`src/rtl/rom_arbiter_pkg.sv`:
```
// Shared constants for the ROM arbiter: load funct3 encodings, response tag layout
// and the D-port fault rule.
package rom_arbiter_pkg;

    localparam logic [2:0] F3_LB  = 3'b000;
    localparam logic [2:0] F3_LH  = 3'b001;
    localparam logic [2:0] F3_LW  = 3'b010;
    localparam logic [2:0] F3_LBU = 3'b100;
    localparam logic [2:0] F3_LHU = 3'b101;

    typedef enum logic [1:0] {
        TAG_NONE  = 2'd0,
        TAG_I     = 2'd1,
        TAG_D_OK  = 2'd2,
        TAG_D_ERR = 2'd3
    } tag_kind_e;

    // Lane and size are only meaningful for TAG_D_OK.
    typedef struct packed {
        tag_kind_e  kind;
        logic [1:0] lane;
        logic [2:0] size;
    } tag_t;

    localparam tag_t TAG_RESET = '{kind: TAG_NONE, lane: 2'b00, size: 3'b000};

    typedef enum logic [1:0] {
        GNT_NONE = 2'd0,
        GNT_I    = 2'd1,
        GNT_D    = 2'd2
    } grant_e;

    function automatic logic load_fault(
        input logic [31:0] addr,
        input logic [2:0]  size,
        input logic [31:0] limit
    );
        logic fault;
        fault = (addr >= limit);
        case (size)
            F3_LB, F3_LBU: ;
            F3_LH, F3_LHU: if (addr[0]) fault = 1'b1;
            F3_LW:         if (addr[1:0] != 2'b00) fault = 1'b1;
            default:       fault = 1'b1;
        endcase
        return fault;
    endfunction

endpackage

```
`src/rtl/rom_arbiter_load_extend.sv`:
```
// Picks a byte/halfword/word out of a little-endian 32-bit word and sign- or
// zero-extends it according to the load funct3.
module rom_arbiter_load_extend
    import rom_arbiter_pkg::*;
(
    input  logic [31:0] word,
    input  logic [1:0]  lane,
    input  logic [2:0]  funct3,
    output logic [31:0] result
);

    logic [7:0]  byte_sel;
    logic [15:0] half_sel;

    always_comb begin
        byte_sel = word[7:0];
        case (lane)
            2'd0:    byte_sel = word[7:0];
            2'd1:    byte_sel = word[15:8];
            2'd2:    byte_sel = word[23:16];
            default: byte_sel = word[31:24];
        endcase
        // Halfword lanes are 0 or 2; lane[0] is excluded by the alignment check.
        half_sel = lane[1] ? word[31:16] : word[15:0];

        result = '0;
        case (funct3)
            F3_LB:   result = {{24{byte_sel[7]}}, byte_sel};
            F3_LBU:  result = {24'h0, byte_sel};
            F3_LH:   result = {{16{half_sel[15]}}, half_sel};
            F3_LHU:  result = {16'h0, half_sel};
            F3_LW:   result = word;
            default: result = '0;
        endcase
    end

endmodule

```
`src/rtl/rom_arbiter.sv`:
```
// Two-port arbiter in front of the synchronous-read instruction ROM: fetch (I) and
// rodata loads (D), one access per cycle, responses routed by a one-deep tag.
module rom_arbiter
    import rom_arbiter_pkg::*;
#(
    parameter int SIZE         = 1024,
    parameter int STARVE_LIMIT = 4
) (
    input  logic        clk,
    input  logic        rst,
    input  logic        i_req,
    input  logic [31:0] i_addr,
    output logic        i_gnt,
    output logic        i_rvalid,
    output logic [31:0] i_rdata,
    input  logic        d_req,
    input  logic [31:0] d_addr,
    input  logic [2:0]  d_size,
    output logic        d_gnt,
    output logic        d_rvalid,
    output logic [31:0] d_rdata,
    output logic        d_err,
    output logic [31:0] rom_addr,
    output logic [2:0]  rom_size,
    input  logic [31:0] rom_rd
);

    localparam int              CNT_W      = $clog2(STARVE_LIMIT + 1);
    localparam logic [CNT_W-1:0] CNT_MAX   = CNT_W'(STARVE_LIMIT);
    localparam logic [31:0]     ADDR_LIMIT = 32'(4 * SIZE);

    grant_e           grant;
    logic             d_fault;
    logic [CNT_W-1:0] starve_cnt_q, starve_cnt_d;
    tag_t             tag_q, tag_d;
    logic [31:0]      rom_addr_q, rom_addr_d;
    logic [2:0]       rom_size_q, rom_size_d;
    logic [31:0]      ext_data;

    assign d_fault = load_fault(d_addr, d_size, ADDR_LIMIT);

    // D wins ties until it has been granted STARVE_LIMIT times in a row over a waiting I.
    always_comb begin
        grant = GNT_NONE;
        if (!rst) begin
            if (d_req && (!i_req || starve_cnt_q != CNT_MAX)) begin
                grant = GNT_D;
            end else if (i_req) begin
                grant = GNT_I;
            end
        end
    end

    assign i_gnt = (grant == GNT_I);
    assign d_gnt = (grant == GNT_D);

    always_comb begin
        starve_cnt_d = starve_cnt_q;
        if (!i_req || grant == GNT_I) begin
            starve_cnt_d = '0;
        end else if (grant == GNT_D && starve_cnt_q != CNT_MAX) begin
            starve_cnt_d = starve_cnt_q + CNT_W'(1);
        end
    end

    // Faulting loads never reach the ROM, so the address/size keep their last value.
    always_comb begin
        tag_d      = TAG_RESET;
        rom_addr_d = rom_addr_q;
        rom_size_d = rom_size_q;
        case (grant)
            GNT_I: begin
                tag_d.kind = TAG_I;
                rom_addr_d = i_addr;
                rom_size_d = F3_LW;
            end
            GNT_D: begin
                if (d_fault) begin
                    tag_d.kind = TAG_D_ERR;
                end else begin
                    tag_d      = '{kind: TAG_D_OK, lane: d_addr[1:0], size: d_size};
                    rom_addr_d = d_addr;
                    rom_size_d = d_size;
                end
            end
            default: ;
        endcase
    end

    assign rom_addr = rom_addr_d;
    assign rom_size = rom_size_d;

    always_ff @(posedge clk or posedge rst) begin
        if (rst) begin
            starve_cnt_q <= '0;
            tag_q        <= TAG_RESET;
            rom_addr_q   <= '0;
            rom_size_q   <= '0;
        end else begin
            starve_cnt_q <= starve_cnt_d;
            tag_q        <= tag_d;
            rom_addr_q   <= rom_addr_d;
            rom_size_q   <= rom_size_d;
        end
    end

    rom_arbiter_load_extend u_load_extend (
        .word   (rom_rd),
        .lane   (tag_q.lane),
        .funct3 (tag_q.size),
        .result (ext_data)
    );

    always_comb begin
        i_rvalid = (tag_q.kind == TAG_I);
        i_rdata  = i_rvalid ? rom_rd : 32'h0;
        d_rvalid = (tag_q.kind == TAG_D_OK) || (tag_q.kind == TAG_D_ERR);
        d_err    = (tag_q.kind == TAG_D_ERR);
        d_rdata  = (tag_q.kind == TAG_D_OK) ? ext_data : 32'h0;
    end

endmodule

```
`config.mk`:
```
export PLATFORM = sky130hd
export DESIGN_NAME = rom_arbiter
export DESIGN_NICKNAME = d
export VERILOG_FILES = /design/src/rtl/rom_arbiter_pkg.sv /design/src/rtl/rom_arbiter_load_extend.sv /design/src/rtl/rom_arbiter.sv
export SDC_FILE = /design/constraint.sdc
export NUM_CORES = 1
export LEC_CHECK = 0
export ABC_AREA = 1
export CORE_ASPECT_RATIO = 1.4
export CORE_UTILIZATION = 45
export CTS_BUF_LIST = sky130_fd_sc_hd__clkbuf_16
export DETAILED_ROUTE_END_ITERATION = 12
export PLACE_DENSITY_LB_ADDON = 0.08
export SLEW_MARGIN = 10
export SYNTH_ARGS = -nofsm -noshare
export SYNTH_HDL_FRONTEND = slang
export SYNTH_HIERARCHICAL = 1
export SYNTH_SLANG_ARGS = --single-unit
```
`constraint.sdc`:
```
create_clock -name clk -period 6.5 [get_ports clk]
set_input_delay 0.65 -clock clk [delete_from_list [all_inputs] [get_ports clk]]
set_output_delay 0.65 -clock clk [all_outputs]
set_load 0.01 [all_outputs]
```
# Word-level counts from Yosys, hierarchy flattened
# Cells that the tools add are included.
dict set report classes {
  shift 0
  muxes 21
  div 0
  eq_ne 16
  magnitude_cmp 1
  reduce_logical 13
  bitwise_logic 0
  multipliers 0
  n_addsub 1
}
# op n
set op_table {}
lappend op_table {{32-bit case mux with 5 select lines} 1}
lappend op_table {{32-bit 2-to-1 mux} 3}
lappend op_table {{32-bit case mux with 2 select lines} 1}
lappend op_table {{32-bit by 13-bit greater-or-equal comparator with 1-bit output, second input constant} 1}
lappend op_table {{8-bit case mux with 3 select lines} 1}
lappend op_table {{16-bit 2-to-1 mux} 1}
lappend op_table {{3-bit == test, second input constant} 4}
lappend op_table {{5-bit 2-to-1 mux} 2}
lappend op_table {{3-bit 2-to-1 mux} 3}
lappend op_table {{2-bit == test, second input constant} 4}
lappend op_table {{2-bit by 1-bit == test with 1-bit output, second input constant} 3}
lappend op_table {{3-bit by 1-bit == test with 1-bit output, second input constant} 2}
lappend op_table {{3-bit by 2-bit == test with 1-bit output, second input constant} 2}
lappend op_table {{3-bit zero test} 2}
lappend op_table {{3-bit case mux with 2 select lines} 1}
lappend op_table {{1-bit 2-to-1 mux} 4}
lappend op_table {{2-bit 2-to-1 mux} 2}
lappend op_table {{2-bit case mux with 2 select lines} 1}
lappend op_table {{2-bit nonzero test} 2}
lappend op_table {{2-bit OR reduction} 2}
lappend op_table {{3-bit by 1-bit adder with 3-bit output, second input constant} 1}
lappend op_table {{1-bit logical OR} 3}
lappend op_table {{3-bit inequality test, second input constant} 1}
lappend op_table {{1-bit case mux with 3 select lines} 1}
lappend op_table {{other kinds (3)} 4}
dict set report word_totals {
  out_inout_bits 104
  mem_bits_ro 0
  in_bits 103
  register_bits 45
  n_memories 0
  latchBits 0
  mem_bits_rw 0
}

# Logic depth before layout (Yosys ltp)
# Gate-level depths: netlist of run 1.
dict set report depth {
  depth_word 9
  mapped_depth 12
  mapped_depth_nobuf 11
}

# Hierarchy
# The synthesis of run 1 kept the hierarchy.
# module seq_area_each_um2 area_per_inst_um2 cells_per_inst instances
set by_module_without_submodules {}
lappend by_module_without_submodules {rom_arbiter 1126.1 3034.2 465 1}
lappend by_module_without_submodules {rom_arbiter_load_extend 0.0 1151.1 207 1}

# Least setup slack after synthesis of run 1
# Ideal clock, no wire load.
dict set report synth_path {
  kind {input to output}
  startpoint {input rst}
  endpoint {output rom_addr[20]}
  t_arrival_ns 3.082
  path_slack_ns 2.768
  required_ns 5.850
  n_path_buf 2
  path_stages 8
  path_cell_list {inv_1 > nand2_1 > a21oi_1 > ha_1 > clkbuf_1 > clkbuf_1 > a21oi_1 > a21oi_1}
}
dict set report synth_via {
  elab_chain_cells 3
  word_cells_on_any_way 4
  cone_classes {2 x eq/ne; 2 x mux}
}
# item line
set synth_lines {}
lappend synth_lines {{start: declaration} rom_arbiter.sv:10} ;# input logic rst,
lappend synth_lines {{2-bit 2-to-1 mux} rom_arbiter.sv:45} ;# if (!rst) begin
lappend synth_lines {{2-bit by 1-bit == test with 1-bit output} -}
lappend synth_lines {{named net i_gnt} rom_arbiter.sv:13} ;# output logic i_gnt,
lappend synth_lines {{32-bit case mux with 2 select lines} rom_arbiter.sv:71} ;# case (grant)
lappend synth_lines {{end: declaration} rom_arbiter.sv:23} ;# output logic [31:0] rom_addr,
# The timed path passes the listed nets, and every way through them passes these cells.

# Worst setup path after layout of run 1
dict set report layout_path {
  startpoint {input rst}
  endpoint {output rom_addr[8]}
}
dict set report layout_via {
  elab_chain_cells 3
  word_cells_on_any_way 4
  cone_classes {2 x eq/ne; 2 x mux}
}
# item line
set layout_lines {}
lappend layout_lines {{2-bit 2-to-1 mux *} rom_arbiter.sv:45}
lappend layout_lines {{2-bit == test / 2-bit by 1-bit == test with 1-bit output (equally long branches)} rom_arbiter.sv:71}
lappend layout_lines {{32-bit case mux with 2 select lines *} rom_arbiter.sv:71}
# Mark *: on every way between the ends. The rest lies on a longest branch, timed or not.

==> results.md, run 1 <==
- Outcome: completed
- Die W: 83.51 µm
- Final TNS setup: 0 ns
- DRT Wirelength: 12.54 mm
- Synthesized area: 4185 µm²
- Final setup fails: 0
- Cell taking the most area after synthesis: dfrtp_1
- Placed insts: 950
- Reg2Reg Setup Slack: 4.22 ns
- Worst slew pin tran: 1.101 ns
- Post-Syn Nets: ~780
- Final HPWL from detailed placement: 9.268 mm
- Post-CTS Hold Buffers: 0
- Worst Hold Class: reg -> reg
- Tcrit/Tclk final: 0.6693
- RSZ-0062 raised after global routing: no
- Clk sinks: 45
- Drt wl/cell: 13.08 µm
- Final setup margin: 2.150 ns
- Post-placement cell area: 6143 µm²
- Core box area: 9029 µm²
- Mapped Cells: 672
- H-tree lvl count: 2
- Peak supply drop: 0.0002163 V
- Dominant cells by area after synthesis: dfrtp_1, nand2_1, inv_1, nor2_1, nand3_2
- Worst slack at placement: 2.160 ns
- Lkg Pwr: 0.003119 µW
- Initial cell density of the core: 0.4636
- Diode count: 0
- Max clock buf depth: 2
- Critical Path Start Type: primary input
- Fin. max-slew vios: 0
- Vias: approximately 4800
- Critical Path RT: about 5.9 ns
- Max-cap violations: 0
- # IOs: about 210
- Power Dens Cells: 159.2 nW/µm²
- Clock Pin Slew Worst Setup and Hold Paths: 0.06 ns
- Seq/Total Area, Yosys: 0.2691
- Data arrival time of the worst path: 3.70 ns
- Clock Skew: 0.005216 ns
- Worst-path fanout max: 47
- WHS: 0.4761 ns
- Post-Syn Area per Cell: 6.228 µm²
- Yosys warnings: 6
- Vias in the first global route: 4564
- CTS tree: yes
- Pin count of the biggest net entering global routing: 48
- Slew margin rel.: 0.2640
- Die height: 116.1 µm
- Area grow syn2layout: 50.67%
- FF+latch count, synth: 45
- Gr usage total: 0.2562
- Rows: 41
- Insertion delay to the later sink of the worst-skew pair: 0.29 ns
- ANT nets after route: 0
- Yosys cell types: 35
- CP endpoint kind: output port
- Layout Cells excl Fill: ~960
- DRC errors left: 0
- Clock buffer count from CTS: 5
- Nets: about 960
- First-pass GRT wire length: 20.56 mm
- Synth top area share: 0.2691
- DIE AREA: 9696 µm²
- GPL Wtd Cong: around 0.87
- Detailed Route Iter0 Violations: 163
- Post-CTS Setup Inserts: 0
- Post-CTS Resized: 0
- Layout cell share with drive strength beyond 1: 0.08813
- Avg Vias per Cell: about 5.0
- Tmin final: ~4.4 ns
- Global route overflow: 0
- Initial antenna violation count: 0
- F_max: 0.2299 GHz
- Initial DRT Pass Iterations: 4
- Final instance area: 6306 µm²
- Setup CP Type: in -> out
- CTS Root Cell: clkbuf_16
- Buffers added on ports: 206
- Final hold vios: 0
## per-layer routing
metal / share of wire / GRT usage / vias to the layer above
met1: 0.37 / 0.2804 / 2151
met5: 0 / 0 / -
met4: 0.027 / 0.09605 / 0
met3: 0.079 / 0.05583 / 29
li1: - / - / 2402
met2: 0.52 / 0.4869 / 199
## synthesized netlist by cell type (all sizes together)
cell	instances
o22ai	1
a21boi	1
o211ai	4
a21oi	66
dfrtp	45
nor3	2
and3	1
nand3	88
nand2	155
buf	19
inv	129
nand3b	4
o21ai	10
and2	1
or2	2
nor2	120
clkbuf	19
ha	4
nand4	1
## state kept, by name, summed over array words and instances (netlist names)
signal        count
rom_addr_q       32
rom_size_q        3
starve_cnt_q      3
tag_q             7
## layout by cell type (no fill, tap or decap), types with 2 or more instances in the layout
| cell type | n |
|---|---|
| clkdlybuf4s50_1 | 206 |
| nand2_1 | 149 |
| inv_1 | 123 |
| nor2_1 | 114 |
| a21oi_1 | 57 |
| nand3_1 | 55 |
| dfrtp_1 | 45 |
| nand3_2 | 32 |
| a21oi_2 | 9 |
| inv_2 | 5 |
| o21ai_1 | 5 |
| nor2_2 | 5 |
| o21ai_0 | 5 |
| clkbuf_16 | 5 |
| o211ai_1 | 4 |
| nand2_4 | 3 |
| nand2_2 | 3 |
| ha_1 | 3 |
| buf_4 | 3 |
| nand3b_1 | 3 |
| inv_4 | 2 |
| or2_2 | 2 |
## area by class of cell
| cell class | count | area, µm² |
|---|---|---|
| clock inverter | 3 | 37.54 |
| clock buffer | 5 | 125.1 |
| multi-input combinational | 460 | 2310 |
| timing repair buffer | 209 | 2085 |
| fill | 749 | 2723 |
| inverter | 129 | 489.2 |
| tap | 107 | 133.9 |
| sequential | 45 | 1126 |
## worst max-delay path, stage by stage
cell             delay [ns]
clkdlybuf4s50_1        0.46
inv_2                  0.06
buf_4                  0.47
nand2_1                0.14
a21oi_1                0.22
ha_1                   0.29
inv_2                  0.47
nor2_1                 0.12
a21oi_1                0.21
clkdlybuf4s50_1        0.57
## metrics by stage
stage / power [µW] / utilization
6_report: 1004 / 0.6984
3_5_place_dp: 723.5 / 0.6804
5_1_grt: 1055 / 0.6984
2_1_floorplan: 518.4 / -
3_3_place_gp: 715.0 / 0.6804
4_1_cts: 1010 / 0.6984
## kinds of logic after synthesis
family                   after synthesis  share of synthesized area
adder cells (fa/ha/maj)                4                    0.01196
buffers and inverters                167                     0.1797
AO/OA/AOI/OAI                         82                     0.1094
AND/OR/NAND/NOR                      374                     0.4299
flip-flops                            45                     0.2691
## where the power goes
part / internal [µW] / switching [µW]
Clock: 179 / 103
Combinational: 199 / 177
Sequential: 321 / 24.6
## worst paths after layout
check | start | end | depth (start not counted)
worst max register to register | starve_cnt_q[0]$_DFFE_PP0P_ | rom_size_q[1]$_DFF_PP0_ | 10
worst max-delay path | rst | rom_addr[8] | 10
max in group asynchronous | rst | rom_addr_q[1]$_DFF_PP0_ | 3
min in group asynchronous | rst | rom_addr_q[26]$_DFF_PP0_ | 3
worst min register to register | rom_addr_q[1]$_DFF_PP0_ | rom_addr_q[1]$_DFF_PP0_ | 2
worst min-delay path | rom_addr_q[1]$_DFF_PP0_ | rom_addr_q[1]$_DFF_PP0_ | 2
No activity file was read; power rests on OpenSTA's default activity.
==> run 2, diff against run 1 <==
--- a/config.mk
+++ b/config.mk
@@ -7,7 +7,7 @@
 export LEC_CHECK = 0
 export ABC_AREA = 1
 export CORE_ASPECT_RATIO = 1.4
-export CORE_UTILIZATION = 45
+export CORE_UTILIZATION = 38
 export CTS_BUF_LIST = sky130_fd_sc_hd__clkbuf_16
 export DETAILED_ROUTE_END_ITERATION = 12
 export PLACE_DENSITY_LB_ADDON = 0.08
==> constraint.sdc (replaced) <==
create_clock -name clk -period 3.95 [get_ports clk]
set_input_delay 0.395 -clock clk [delete_from_list [all_inputs] [get_ports clk]]
set_output_delay 0.395 -clock clk [all_outputs]
set_load 0.01 [all_outputs]
==> results.md, run 2 (synthesis gave the netlist of run 1 again) <==
- Outcome: completed (unchanged)
- Reg2reg start: starve_cnt_q[0]$_DFFE_PP0P_ (unchanged)
- Post-CTS Resized: 0 (unchanged)
- WHS Endpoint: rom_size_q[0]$_DFF_PP0_ (was rom_addr_q[1]$_DFF_PP0_)
- Post-CTS Setup Inserts: 0 (unchanged)
- Critical Path Start Type: primary input (unchanged)
- Most flop-heavy register: rom_addr_q (unchanged)
- Setup CP Type: in -> out (unchanged)
- Commonest non-fill, non-tap cell in the layout: clkdlybuf4s50_1 (unchanged)
- CTS tree: yes (unchanged)
- Rows: 45 (was 41)
- Gr usage total: 0.2418 (was 0.2562)
- Peak supply drop: 0.0003280 V (was 0.0002163 V)
- Initial DRT Pass Iterations: 4 (unchanged)
- Placed insts: 986 (was 950)
- DIE AREA: 11440 µm² (was 9696 µm²)
- Data arrival time of the worst path: 3.06 ns (was 3.70 ns)
- Max FFs per register: 32 (unchanged)
- # IOs: 207 (unchanged)
- Vias: 4769 (was 4781)
- Clock buffer count from CTS: 5 (unchanged)
- Layout Cells excl Fill: 993 (was 958)
- Buffers added on ports: 206 (unchanged)
- Most frequent cells in the layout: clkdlybuf4s50_1, nand2_1, inv_1, nor2_1, a21oi_1 (unchanged)
- Worst r2r dst: rom_addr_q[29]$_DFF_PP0_ (was rom_size_q[1]$_DFF_PP0_)
- Area grow syn2layout: 51.72% (was 50.67%)
- FF-to-FF path depth: 11 (was 10)
- Final setup fails: 0 (unchanged)
- Final setup margin: 0.4953 ns (was 2.150 ns)
- CP endpoint kind: output port (unchanged)
- Clock Skew: 0.005934 ns (was 0.005216 ns)
- Worst Hold Class: reg -> reg (unchanged)
- Fillcell total: 1029 (was 749)
- RSZ-0062 raised after global routing: no (unchanged)
- Critical Path RT: 3.56 ns (was 5.85 ns)
- Diode count: 0 (unchanged)
- Insertion delay to the later sink of the worst-skew pair: 0.29 ns (about the same)
- Hold depth: 2 (unchanged)
- GPL Wtd Cong: 0.8873 (was 0.8737)
- Layout cell share with drive strength beyond 1: 0.09038 (was 0.08813)
- Worst slack at placement: 0.5043 ns (was 2.160 ns)
- DRT Wirelength: 13.79 mm (was 12.54 mm)
- Final TNS setup: 0 ns (unchanged)
- CTS Root Cell: clkbuf_16 (unchanged)
- Die W: 90.70 µm (was 83.51 µm)
- Drt wl/cell: 13.89 µm (was 13.08 µm)
- Power Dens Cells: 250.8 nW/µm² (was 159.2 nW/µm²)
- Global route overflow: 0 (unchanged)
- Top Registers: rom_addr_q x32, tag_q x7 (unchanged)
- Hold_sp: rom_size_q[0]$_DFF_PP0_ (was rom_addr_q[1]$_DFF_PP0_)
- DRC errors left: 0 (unchanged)
- Detailed Route Iter0 Violations: 140 (was 163)
- First-pass GRT wire length: 22.30 mm (was 20.56 mm)
- Initial antenna violation count: 0 (unchanged)
- Initial cell density of the core: 0.3892 (was 0.4636)
- Post-route core utilization: 0.5905 (was 0.6984)
- WHS: 0.4735 ns (was 0.4761 ns)
- Slew margin rel.: 0.2643 (was 0.2640)
- Reg2Reg Setup Slack: 1.68 ns (was 4.22 ns)
- H-tree lvl count: 2 (unchanged)
- Lkg Pwr: 0.003114 µW (was 0.003119 µW)
- ANT nets after route: 0 (unchanged)
- Clk sinks: 45 (unchanged)
- Nets: 959 (was 957)
- Pin count of the biggest net entering global routing: 47 (was 48)
- F_max: approximately 0.29 GHz
- Tmin final: approximately 3.5 ns
- Worst slew pin tran: 1.101 ns (about the same)
- Post-CTS Hold Buffers: 0 (unchanged)
- Avg Vias per Cell: 4.803 (was 4.991)
- Die height: 126.2 µm (was 116.1 µm)
- Tcrit/Tclk final: 0.8746
- Max-cap violations: 0 (unchanged)
- Vias in the first global route: 4593 (was 4564)
- Worst-path fanout max: 26 (was 47)
- Final hold vios: 0 (unchanged)
- Core box area: 10750 µm² (was 9029 µm²)
- Max clock buf depth: 2 (unchanged)
- Clock Pin Slew Worst Setup and Hold Paths: 0.06 ns (about the same)
- Fin. max-slew vios: 0 (unchanged)
- Final HPWL from detailed placement: 10.50 mm (was 9.268 mm)
==> run 2: cell types whose count changed in the layout (fill, tap and decap cells not counted) <==
| cell | before | now |
|---|---|---|
| buf_12 | 0 | 1 |
| buf_4 | 3 | 4 |
| bufinv_16 | 1 | 0 |
| clkinvlp_4 | 0 | 1 |
| inv_1 | 123 | 122 |
==> run 2: area by class of cell <==
type / instances / area [µm²] / area share
Timing Repair Buffer: 211 / 2112 / 0.3326
Clock inverter: 2 / 11.26 / 0.001773
Multi-Input combinational cell: 460 / 2310 / 0.3637
Sequential cell: 45 / 1126 / 0.1773
Tap cell: 141 / 176.4 / 0.02778
Clock buffer: 5 / 125.1 / 0.01970
Inverter: 129 / 489.2 / 0.07704
==> run 2: through the flow <==
step	power, µW	area [µm²]
final	1592	6350
after global placement	1191	6213
after detailed placement	1203	6213
after global routing	1682	6350
after floorplan	853.1	4185
after CTS	1608	6350
==> run 2: critical path, cell delays in order <==
cell             delay [ns]
clkdlybuf4s50_1        0.48
nand3_1                0.14
nand2_1                0.06
nor2_1                 0.14
ha_2                   0.62
buf_4                  0.31
nand3_1                0.10
a21oi_1                0.22
clkdlybuf4s50_1        0.59
==> run 2: metal layers <==
metal | up-vias | wire, µm | GRT usage
met4 | 0 | 422 | 0.1006
met3 | 24 | 881 | 0.04831
met1 | 2186 | 5049 | 0.2444
met2 | 151 | 7437 | 0.4724
li1 | 2408 | - | -
met5 | - | 0 | 0
==> run 2: how the worst max path moves through the flow <==
stage | slack [ns] | cells past startpoint | end | start
finish | 0.50 | 9 | rom_addr[5] | i_req
global route | 0.31 | 10 | rom_addr[5] | starve_cnt_q[0]$_DFFE_PP0P_
floorplan | 0.73 | 8 | rom_addr[20] | rst
global placement | 0.61 | 10 | rom_addr[22] | i_req
CTS | 0.47 | 10 | rom_addr[5] | starve_cnt_q[0]$_DFFE_PP0P_
detailed placement | 0.50 | 9 | rom_addr[5] | i_req
==> run 2: power breakdown <==
| part | total [µW] | internal (µW) | switching [µW] |
|---|---|---|---|
| Clock | 399 | 228 | 171 |
| Combinational | 626 | 329 | 297 |
| Sequential | 567 | 529 | 38.7 |
